<file path="config.mk">
export PLATFORM = sky130hd
export DESIGN_NAME = pc_redirect_controller
export DESIGN_NICKNAME = d
export VERILOG_FILES = /design/src/rtl/pc_redirect_controller.sv
export SDC_FILE = /design/constraint.sdc
export NUM_CORES = 1
export LEC_CHECK = 0
export CORE_MARGIN = 10
export CORE_UTILIZATION = 44
export CTS_CLUSTER_SIZE = 8
export DETAILED_ROUTE_END_ITERATION = 8
export GPL_TIMING_DRIVEN = 0
export PLACE_DENSITY = 0.8
export SLEW_MARGIN = 10
export SYNTH_ARGS = -nofsm -noshare
export SYNTH_HDL_FRONTEND = slang
export SYNTH_SLANG_ARGS = --single-unit
export TNS_END_PERCENT = 5
</file>
<file path="constraint.sdc">
create_clock -name CLK -period 4.6 [get_ports CLK]
set_clock_uncertainty 0.15 [all_clocks]
set_input_delay 0.46 -clock CLK [delete_from_list [all_inputs] [get_ports CLK]]
set_output_delay 0.46 -clock CLK [all_outputs]
set_load 0.02 [all_outputs]
</file>
<file path="src/rtl/pc_redirect_controller.sv">
// Purpose : owns the fetch PC. Taken branch/jump redirects load the target PC
//           (misaligned targets trap to TRAP_PC). Each redirect squashes IF/ID
//           and ID/EX for FLUSH_CYCLES cycles. Otherwise the PC advances by 4,
//           or holds while STALL is high.
// Latency : PC, INSTR_VALID and MISALIGN_* are registered (1 cycle).
//           FLUSH_* and PC_PLUS4 are combinational.
// Backpressure: STALL holds PC and INSTR_VALID. A redirect overrides STALL,
//           and the flush countdown keeps running during a stall.
// Ports   : CLK, RESET (async, active-high), STALL, REDIRECT_EN, REDIRECT_PC[31:0]
//           -> PC[31:0], PC_PLUS4[31:0], FLUSH_IF_ID, FLUSH_ID_EX, INSTR_VALID,
//              MISALIGN_EXC, MISALIGN_ADDR[31:0], REDIRECT_COUNT[31:0]
// Option  : define PC_REDIRECT_STATS_EN to build a saturating redirect counter.
//           Without it, REDIRECT_COUNT is tied to 0.
module pc_redirect_controller #(
  parameter logic [31:0] RESET_PC     = 32'h0000_0000,
  parameter logic [31:0] TRAP_PC      = 32'h0000_0100,
  parameter int unsigned FLUSH_CYCLES = 1              // legal 1..4
) (
  input  logic        CLK,
  input  logic        RESET,
  input  logic        STALL,
  input  logic        REDIRECT_EN,
  input  logic [31:0] REDIRECT_PC,
  output logic [31:0] PC,
  output logic [31:0] PC_PLUS4,
  output logic        FLUSH_IF_ID,
  output logic        FLUSH_ID_EX,
  output logic        INSTR_VALID,
  output logic        MISALIGN_EXC,
  output logic [31:0] MISALIGN_ADDR,
  output logic [31:0] REDIRECT_COUNT
);

  localparam logic [0:0] ST_RUN   = 1'b0;
  localparam logic [0:0] ST_FLUSH = 1'b1;

  // Extra flush cycles after the accepting cycle (at most 3).
  localparam logic [2:0] CNT_LOAD = 3'(FLUSH_CYCLES - 1);

  logic [31:0] pc_q, pc_d;
  logic        valid_q, valid_d;
  logic        exc_q, exc_d;
  logic [31:0] maddr_q, maddr_d;
  logic [0:0]  state_q, state_d;
  logic [2:0]  cnt_q, cnt_d;
  logic        accept;
  logic        misaligned;

  // The redirecting instruction is older than anything stalled, so it wins.
  assign accept     = REDIRECT_EN & ~RESET;
  assign misaligned = (REDIRECT_PC[1:0] != 2'b00);
  assign PC_PLUS4   = pc_q + 32'd4;

  // The bubble is written on the same edge that loads the new PC.
  assign FLUSH_IF_ID = accept | (state_q == ST_FLUSH);
  assign FLUSH_ID_EX = accept | (state_q == ST_FLUSH);

  always_comb begin
    pc_d    = pc_q;
    valid_d = valid_q;
    exc_d   = 1'b0;
    maddr_d = maddr_q;
    state_d = state_q;
    cnt_d   = cnt_q;

    if (accept) begin
      if (misaligned) begin
        pc_d    = TRAP_PC;
        exc_d   = 1'b1;
        maddr_d = REDIRECT_PC;
      end else begin
        pc_d    = REDIRECT_PC;
      end
      valid_d = 1'b1;
      // A redirect during FLUSH restarts the full window.
      if (FLUSH_CYCLES > 1) begin
        state_d = ST_FLUSH;
        cnt_d   = CNT_LOAD;
      end else begin
        state_d = ST_RUN;
        cnt_d   = 3'd0;
      end
    end else begin
      if (!STALL) begin
        pc_d    = PC_PLUS4;
        valid_d = 1'b1;
      end
      // The flush countdown is independent of STALL.
      if (state_q == ST_FLUSH) begin
        if (cnt_q <= 3'd1) begin
          state_d = ST_RUN;
          cnt_d   = 3'd0;
        end else begin
          cnt_d   = cnt_q - 3'd1;
        end
      end
    end
  end

  always_ff @(posedge CLK or posedge RESET) begin
    if (RESET) begin
      pc_q    <= RESET_PC;
      valid_q <= 1'b0;
      exc_q   <= 1'b0;
      maddr_q <= 32'd0;
      state_q <= ST_RUN;
      cnt_q   <= 3'd0;
    end else begin
      pc_q    <= pc_d;
      valid_q <= valid_d;
      exc_q   <= exc_d;
      maddr_q <= maddr_d;
      state_q <= state_d;
      cnt_q   <= cnt_d;
    end
  end

  assign PC            = pc_q;
  assign INSTR_VALID   = valid_q;
  assign MISALIGN_EXC  = exc_q;
  assign MISALIGN_ADDR = maddr_q;

`ifdef PC_REDIRECT_STATS_EN
  logic [31:0] redir_cnt_q;

  always_ff @(posedge CLK or posedge RESET) begin
    if (RESET) begin
      redir_cnt_q <= 32'd0;
    end else if (accept && (redir_cnt_q != 32'hFFFF_FFFF)) begin
      redir_cnt_q <= redir_cnt_q + 32'd1;
    end
  end

  assign REDIRECT_COUNT = redir_cnt_q;
`else
  assign REDIRECT_COUNT = 32'd0;
`endif

endmodule

</file>
==> metrics.txt, run 1 <==
gpl congestion=0.916; Non-Filler Instances=approximately 770; Post-Synthesis Mean Instance Area=between 9 and 10 sq um; Yosys warnings=0; type of origin of the critical path=register; I/O pins=between 150 and 200; Die W=roughly 120 microns; status=completed; Combinational Power Share=a little over a third; largest net degree at the start of global routing=between 50 and 60; share of cells above drive strength 1=between 10% and 20%; PortBufs=135; CTS Hold Bufs=0; # setup viols final=0; largest cells by area after synthesis=dfrtp_1 (40%), mux2_2 (8.3%), buf_4 (6.0%); Power Density=~320 nW/um^2; placed insts=roughly 750; final hold violations=0; Setup crit start=PC[4]$_DFFE_PP0N_; Max-cap violations=0; Worst IR Drop VDD=between 0.2 and 0.25 mV; main flop type after synthesis=dfrtp_1; FP Rows=36; Critical R2R Launch=PC[4]$_DFFE_PP0N_; TritonRoute pass-1 iters=5; worst skew pair latency=~370 ps; DRC Markers=0; first-pass GRT wire length=roughly 23 mm; Clock Tree Buf Depth=2; post-route setup TNS=0 ps; dominant cell type by area after synthesis=dfrtp_1; GRT Overall Usage=19.7%; Yosys reg bits=70; placed instance area=~6000 sq um; relative slew slack=a little over half; diodes inserted=0; sw power=approximately 0.68 mW; register area share after synthesis=between 40% and 50%; remaining antenna violation count=0; CP Max Fanout=8; Crit path required time=~4000 ps; fmax=roughly 0.28 GHz; Post-Route Utilization=between 60% and 70%; die area=between 10000 and 15000 sq um; clk sinks=70; Post-synth EDFFs=0; P_int=between 1 and 1.5 mW; commonest non-fill, non-tap cell in the layout=clkdlybuf4s50_1; grt ovf=0; DR iter-0 viols=270; final net count=670; Root Driver=clkbuf_8; CP arrival=around 3000 ps; via count=roughly 4100; crit path kind=register to output pin; Worst Setup End Kind=output pin; vias per inst=5.36; cell leakage power=2.70 nW; DPL Wire Length=~11 mm; RSZ-0062 raised after global routing=no; Sequential Power Share=a little under two fifths; Async SR Flop Fraction=100%; commonest cells after routing, fill and taps aside=clkdlybuf4s50_1 (135), dfrtp_1 (70), nand2_1 (38), buf_4 (35); hold wc startpoint=MISALIGN_ADDR[0]$_DFFE_PP0P_; initial antenna violation count=0; area grow syn2layout=42.9%; Wirelength per Cell=about 19 microns; Clock power frac=a little over a quarter; final std cell area, no fill=just over 6000 sq um; Post-CTS Setup Inserts=0; die height=120 microns; starting density of the core=around 45%; CTS tree=yes; Post-CTS Resized=0; Detailed Route WL=14.5 mm; Slew Limit Fails=0; H-tree depth=3; fin worst setup slack=around 1000 ps; number of global-route vias before repair=between 4000 and 5000; post-route minimum period=between 3000 and 4000 ps; post-synth top area share=about two fifths; Post-Syn Area=~4400 sq um; Hold Crit Class=register to register; Reg clk slew, reported paths=about 90 ps; Place WS=between 1000 and 1500 ps; Post-Synthesis Cells=between 400 and 500; final period utilization=between 70 and 80%; core area=9730 sq um; Worst-Margin Slew=about 700 ps; sw frac=34.5%; Unique masters post-synth=54; CTS buffer count=9
## synth_stat cells (13+ instances only)
master	count
a21oi_1	25
nor2_1	13
and3_1	14
dfrtp_1	70
mux2_2	32
o21ai_0	18
inv_1	15
nand2_1	38
buf_4	35
xor2_1	13
xnor2_1	15
buf_2	16
## state kept, by name, summed over array words and instances, names as in the netlist
signal	flops
MISALIGN_ADDR	32
PC	32
state_q	1
INSTR_VALID	1
MISALIGN_EXC	1
cnt_q	3
## routing by layer
layer	share of wire [%]	global-route usage (%)
met1	39	23.3
met5	0	0
met4	2.3	8.30
met2	48	31.8
met3	11	6.89
## worst max-delay path: stages, from the launching register on
cell             delay [ps]
dfrtp_1                 360
buf_2                   180
nand3_1                 260
nor4_2                  700
and3_1                  330
xor2_1                  160
clkdlybuf4s50_1         620
## area by class of cell
type	instances	area (sq um)
sequential	70	1750
fill	806	3490
multi-input combinational	336	2280
clock buffer	11	151
inverter	15	58.8
clock inverter	5	57.6
tap	133	166
buffer	63	388
timing repair buffer	136	1380
## per-stage QoR
step	hold slack (ps)	power, mW
floorplan	337	1.12
global placement	310	1.43
detailed placement	319	1.45
CTS	337	1.99
global route	349	2.06
finish	333	1.98
## power by group through the flow
stage	logic [mW]	registers [mW]	clock network [mW]
finish	0.689	0.748	0.539
global route	0.738	0.760	0.561
CTS	0.694	0.749	0.543
detailed placement	0.691	0.760	0
global placement	0.678	0.755	0
floorplan	0.275	0.846	0
## final timing paths
kind                                                  to  slack (ps)  cells past startpoint
max in group asynchronous             PC[19]$_DFFE_PP0N_        3360                      3
max reg2reg                           PC[15]$_DFFE_PP0N_        2400                      5
min in group asynchronous  MISALIGN_ADDR[29]$_DFFE_PP0P_         380                      2
min reg2reg                 MISALIGN_ADDR[0]$_DFFE_PP0P_         330                      2
min                         MISALIGN_ADDR[0]$_DFFE_PP0P_         330                      2
max                                         PC_PLUS4[21]        1010                      6
## kinds of logic after synthesis
group | Yosys count | synth area share, %
AO/OA/AOI/OAI | 102 | 15.9
XOR/XNOR | 28 | 5.62
adder cells (fa/ha/maj) | 3 | 0.860
buffers and inverters | 78 | 10.2
flip-flops | 70 | 40.1
multiplexers | 32 | 8.26
other | 1 | 0.0860
AND/OR/NAND/NOR | 139 | 19.0
Note: power is estimated with default switching activity, not from simulation.
==> run 2, diff against run 1 <==
Settings changed: CORE_UTILIZATION 44 to 40, PLACE_DENSITY 0.8 to 0.77.
Clock period 4.6 ns to 2.9 ns, I/O delays scaled along.
==> run 2 against run 1 <==
Global-route usage shrank 0.99 points. Clock power grew 37%. Sequential cell count did not move. Critical endpoint is now PC_PLUS4[10]. Setup slack got worse by 950 ps. Sequential power is 59% higher. Count of clock-buffer cells in the layout fell by 1. Die area rose by 8.3%. First-iteration DRC count decreased by 0.37%. Final area grew 0.58%. Core utilization shrank 5.7 points. Cell count up 1.7%. Sequential share of layout area down 0.12 points.
==> metrics.txt, run 2 (synthesized netlist as in run 1, its figures left out) <==
first-pass GRT wire length=23.8 mm (+3.9%); final period utilization=between 90% and 100%; largest net degree at the start of global routing=50 (-2.0%); initial antenna violation count=0 (unchanged); Clock Tree Buf Depth=2 (unchanged); final hold violations=0 (unchanged); CTS buffer count=9 (unchanged); DR iter-0 viols=269 (-0.37%); Crit path required time=2460 ps (-1530 ps); area grow syn2layout=43.8%; number of global-route vias before repair=4306 (+0.19%); met3 Use GR=8.00% (+1.1 points); PortBufs=135 (unchanged); CP Max Fanout=6 (-2); status=completed; die area=15500 sq um (+8.3%); vias per inst=5.44 (+1.5%); share of cells above drive strength 1=22.3% (+3.6 points); DRC Markers=0 (unchanged); Place WS=-120 ps (-1520 ps); CP arrival=2400 ps (-580 ps); FP Rows=38 (+5.6%); diodes inserted=0 (unchanged); Worst IR Drop VDD=0.306 mV (+40%); remaining antenna violation count=0 (unchanged); Reg clk slew, reported paths=80 ps (about the same); RSZ-0062 raised after global routing=yes; fillers=925 (+15%); type of origin of the critical path=register; relative slew slack=55.6% (+1.3 points); starting density of the core=40.6% (-4.2 points); busiest grt layer=met2; Hold Crit Class=input pin to async pin; Worst-Margin Slew=667 ps (-19.4 ps); die height=124 microns (+4.1%); # setup viols final=0 (unchanged); clk sinks=70 (unchanged); met1 Usage GRT=21.7% (-1.7 points); Wirelength per Cell=19.5 microns (+3.0%); Crit-path slowest cell=clkdlybuf4s50_1; met2 Use GR=30.1% (-1.7 points); Max-cap violations=0 (unchanged); CP max stage delay=650 ps (-50 ps); via count=4254 (+3.2%); gpl congestion=0.889 (-2.9%); fin worst setup slack=59.3 ps (-954 ps); DPL Wire Length=11.4 mm (+2.8%); commonest non-fill, non-tap cell in the layout=clkdlybuf4s50_1; grt ovf=0 (unchanged); worst skew pair latency=370 ps (about the same); worst-case hold slack=222 ps (-111 ps); I/O pins=168 (unchanged); overall power=3.02 mW (+53%); CTS Hold Bufs=0 (unchanged); commonest cells after routing, fill and taps aside=clkdlybuf4s50_1 (117), dfrtp_1 (68), buf_4 (41), nand2_1 (38); Critical R2R Launch=PC[4]$_DFFE_PP0N_; TritonRoute pass-1 iters=5 (unchanged); crit path kind=register to output pin; post-route minimum period=approximately 2800 ps; core area=10700 sq um (+10%); fmax=around 0.35 GHz; Slew Limit Fails=0 (unchanged); GRT Overall Usage=18.7% (-0.99 points); RR Endpoint=PC[15]$_DFFE_PP0N_; flop-to-flop setup slack=840 ps (-1560 ps); Die W=124 microns (+4.1%); CTS tree=yes; Root Driver=clkbuf_8; Power Density=482 nW/um^2 (+52%); cell leakage power=2.79 nW (+3.5%); final net count=676 (+0.90%); post-route setup TNS=0 ps (unchanged); Post-Route Utilization=58.4% (-5.7 points); Detailed Route WL=15.2 mm (+4.7%); H-tree depth=3 (unchanged); worst-path cell chain=ha_2 -> nand2_1 -> nor3_2 -> xnor2_1 -> clkdlybuf4s50_1; Worst Setup End Kind=output pin; R2R depth=6 (+1)
## run 2: metrics by stage
step | std cells | cell area (sq um)
final | 782 | 6270
after global routing | 782 | 6270
after global placement | 759 | 6010
after detailed placement | 760 | 6040
after CTS | 779 | 6260
after floorplan | 484 | 4480
## run 2: worst max path at each step
stage | slack, ps | cells past startpoint | endpoint | start
after floorplan | 530 | 5 | PC_PLUS4[20] | PC[8]$_DFFE_PP0N_
after global placement | -730 | 2 | MISALIGN_ADDR[19]$_DFFE_PP0P_ | RESET
after detailed placement | -120 | 6 | PC_PLUS4[19] | PC[4]$_DFFE_PP0N_
after CTS | -50 | 6 | PC_PLUS4[24] | PC[2]$_DFFE_PP0N_
after global routing | -40 | 6 | PC_PLUS4[19] | PC[4]$_DFFE_PP0N_
final | 60 | 5 | PC_PLUS4[10] | PC[3]$_DFFE_PP0N_
## run 2: cell type report
cell class | count | area (sq um) | area share, %
clock inverters | 6 | 37.5 | 0.598
multi-input cells | 336 | 2340 | 37.3
inverters | 15 | 58.8 | 0.938
repair buffers | 142 | 1380 | 22.0
well taps | 140 | 175 | 2.79
flip-flops and latches | 70 | 1750 | 28.0
plain buffers | 63 | 388 | 6.18
clock buffers | 10 | 138 | 2.19
## run 2: worst max-delay path, delay by kind of cell (launching register included)
kind	cells	cell delay [ps]
adder cells (fa/ha/maj)	1	280
AND/OR/NAND/NOR	2	510
buffers and inverters	1	650
XOR/XNOR	1	180
flip-flops	1	420
## run 2: timing repair
item                       in CTS  in global routing
pin swaps                       3                  2
buffers inserted                3                  3
setup endpoints to repair      19                 12
resized for setup              28                 16
## run 2: routing by layer
metal | up-vias | routed length (microns) | share of wire [%]
met1 | 2061 | 6060 | 40
met5 | - | 0 | 0
met3 | 31 | 1660 | 11
li1 | 1924 | - | -
met2 | 238 | 7130 | 47
met4 | 0 | 377 | 2.5
## run 2: where the power goes
group | internal, mW | leakage, nW | switching [mW]
combinational | 0.510 | 1.83 | 0.584
clock | 0.329 | 0.0841 | 0.409
sequential | 1.09 | 0.875 | 0.0982
total | 1.93 | 2.79 | 1.09
==> run 3, diff against run 2 <==
Settings changed: CELL_PAD_IN_SITES_DETAIL_PLACEMENT set to 0, CELL_PAD_IN_SITES_GLOBAL_PLACEMENT set to 2, CORE_UTILIZATION 40 to 23, CTS_CLUSTER_SIZE 8 to 25, GPL_TIMING_DRIVEN 0 to 1, PLACE_DENSITY 0.77 to not set, PLACE_DENSITY_LB_ADDON set to 0.1.
==> run 3 against run 2 <==
The run now ends with negative setup slack left. Global-route usage fell by 5.2 points. Combinational power barely moved. Register-to-register slack improved by 40 ps. Core utilization fell by 24 points. Routed wire length rose by 10%. Final area rose by 2.0%. Count of clock-buffer cells in the layout rose by 5. First-iteration DRC count fell by 33%. Critical endpoint unchanged. Largest power group unchanged. Highest routed layer unchanged.
==> metrics.txt, run 3 (synthesized netlist as in run 1, its figures left out) <==
I/O pins=168 (unchanged); TritonRoute pass-1 iters=4 (-1); relative slew slack=56.5% (+0.99 points); placed insts=831 (+9.3%); Crit path required time=2460 ps (about the same); placed instance area=6080 sq um (+0.73%); gpl congestion=0.751 (-16%); Crit-path slowest cell=clkdlybuf4s50_1; met2 Use GR=22.7% (-7.4 points); CP max stage delay=630 ps (-20 ps); die area=24900 sq um (+61%); clk sinks=70 (unchanged); busiest grt layer=met2; via count=3967 (-6.7%); DRC Markers=0 (unchanged); met3 Use GR=3.58% (-4.4 points); worst path bufs/invs=2 (+1); Detailed Route WL=16.8 mm (+10%); Die W=158 microns (+27%); worst-path cell chain=ha_1 -> buf_4 -> nand2_1 -> nor3_1 -> xnor2_1 -> clkdlybuf4s50_1; Root Driver=clkbuf_16; RSZ-0062 raised after global routing=yes; Worst Setup End Kind=output pin; final period utilization=102% (+3.9 points); worst-case hold slack=323 ps (+102 ps); Worst-Margin Slew=651 ps (-15.6 ps); largest net degree at the start of global routing=52 (+4.0%); commonest cells after routing, fill and taps aside=clkdlybuf4s50_1 (118), dfrtp_1 (69), buf_4 (39), nand2_1 (38); DR iter-0 viols=179 (-33%); grt ovf=0 (unchanged); share of cells above drive strength 1=18.0% (-4.3 points); # setup viols final=3 (+3); Max-cap violations=0 (unchanged); first-pass GRT wire length=25.5 mm (+7.4%); Worst IR Drop VDD=0.264 mV (-14%); Hold Crit Class=register to register; GRT Overall Usage=13.5% (-5.2 points); core area=18700 sq um (+74%); Wirelength per Cell=19.9 microns (+2.1%); diodes inserted=0 (unchanged); post-route minimum period=2950 ps (+113 ps); number of global-route vias before repair=4269 (-0.86%); status=complete, but fails checks; commonest non-fill, non-tap cell in the layout=clkdlybuf4s50_1; starting density of the core=23.3% (-17 points); met1 Usage GRT=16.3% (-5.3 points); final std cell area, no fill=6390 sq um (+2.0%); overall power=3.41 mW (+13%); CTS buffer count=9 (unchanged); fin worst setup slack=-53.7 ps (-113 ps); Clock Tree Buf Depth=2 (unchanged); vias per inst=4.69 (-14%); Reg clk slew, reported paths=60 ps (-20 ps); final hold violations=0 (unchanged); initial antenna violation count=0 (unchanged); final net count=647 (-4.3%); violations in the final reports=negative setup slack; remaining antenna violation count=0 (unchanged); CTS tree=yes; cell leakage power=2.81 nW (+0.46%); Post-CTS Setup Inserts=0 (-3); Slew Limit Fails=0 (unchanged); CP Max Fanout=5 (-1); worst skew pair latency=350 ps (-20 ps); area grow syn2layout=46.6%; Non-Filler Instances=846 (+8.2%); H-tree depth=3 (unchanged); fmax=0.339 GHz (-3.8%); CP arrival=2510 ps (+110 ps); type of origin of the critical path=register; FP Rows=50 (+32%); crit path kind=register to output pin; flop-to-flop setup slack=880 ps (+40 ps); post-route setup TNS=-83.4 ps (-83.4 ps); fillers=1946 (+110%); PortBufs=135 (unchanged); Power Density=534 nW/um^2 (+11%); DPL Wire Length=12.7 mm (+11%); die height=158 microns (+27%); family with the most delay on the worst path=buffers and inverters
==> run 3: changes by cell type in the layout (fill, tap and decap cells not counted), moves of 5 or more <==
cell            change
clkbuf_2            -6
clkbuf_8            -6
clkbuf_1            -9
clkbuf_16           +9
buf_2              -16
dlymetal6s2s_1      +5
==> run 3: cell type report <==
class                           instances  area [sq um]  area share, %
Clock buffer                           15           288           4.50
Inverter                               15          57.6          0.900
Multi-Input combinational cell        336          2320           36.2
Sequential cell                        70          1750           27.4
Tap cell                              234           293           4.58
Timing Repair Buffer                  176          1690           26.4
==> run 3: path summary, 6_finish.rpt <==
kind	startpoint	end	cells after the start
worst max register to register	PC[10]$_DFFE_PP0N_	PC[31]$_DFFE_PP0N_	4
worst min-delay path	INSTR_VALID$_DFFE_PP0N_	INSTR_VALID$_DFFE_PP0N_	1
worst min register to register	INSTR_VALID$_DFFE_PP0N_	INSTR_VALID$_DFFE_PP0N_	1
max in group asynchronous	RESET	state_q$_DFF_PP0_	3
min in group asynchronous	RESET	INSTR_VALID$_DFFE_PP0N_	2
worst max-delay path	PC[3]$_DFFE_PP0N_	PC_PLUS4[10]	6
==> run 3: per-layer routing <==
layer,wire (microns),vias up
met4,252,0
met2,8110,117
met3,969,15
li1,-,1868
met1,7490,1967
met5,0,-
==> run 3: power by group <==
group	total (mW)	internal [mW]	switching [mW]
logic	1.12	0.521	0.597
registers	1.18	1.10	0.0847
clock network	1.11	0.670	0.444
total	3.41	2.29	1.13
==> run 3: timing repair <==
item | 4_1_cts | 5_1_grt
hold buffers | 0 | 0
setup endpoints to repair | 18 | 13
gates resized for setup | 14 | 9
==> run 3: metrics by stage <==
step | setup slack [ps] | util [%]
after floorplan | 531 | -
after global placement | 202 | 32.5
after detailed placement | 181 | 32.5
after CTS | -156 | 34.0
after global routing | -194 | 34.2
final | -53.7 | 34.2
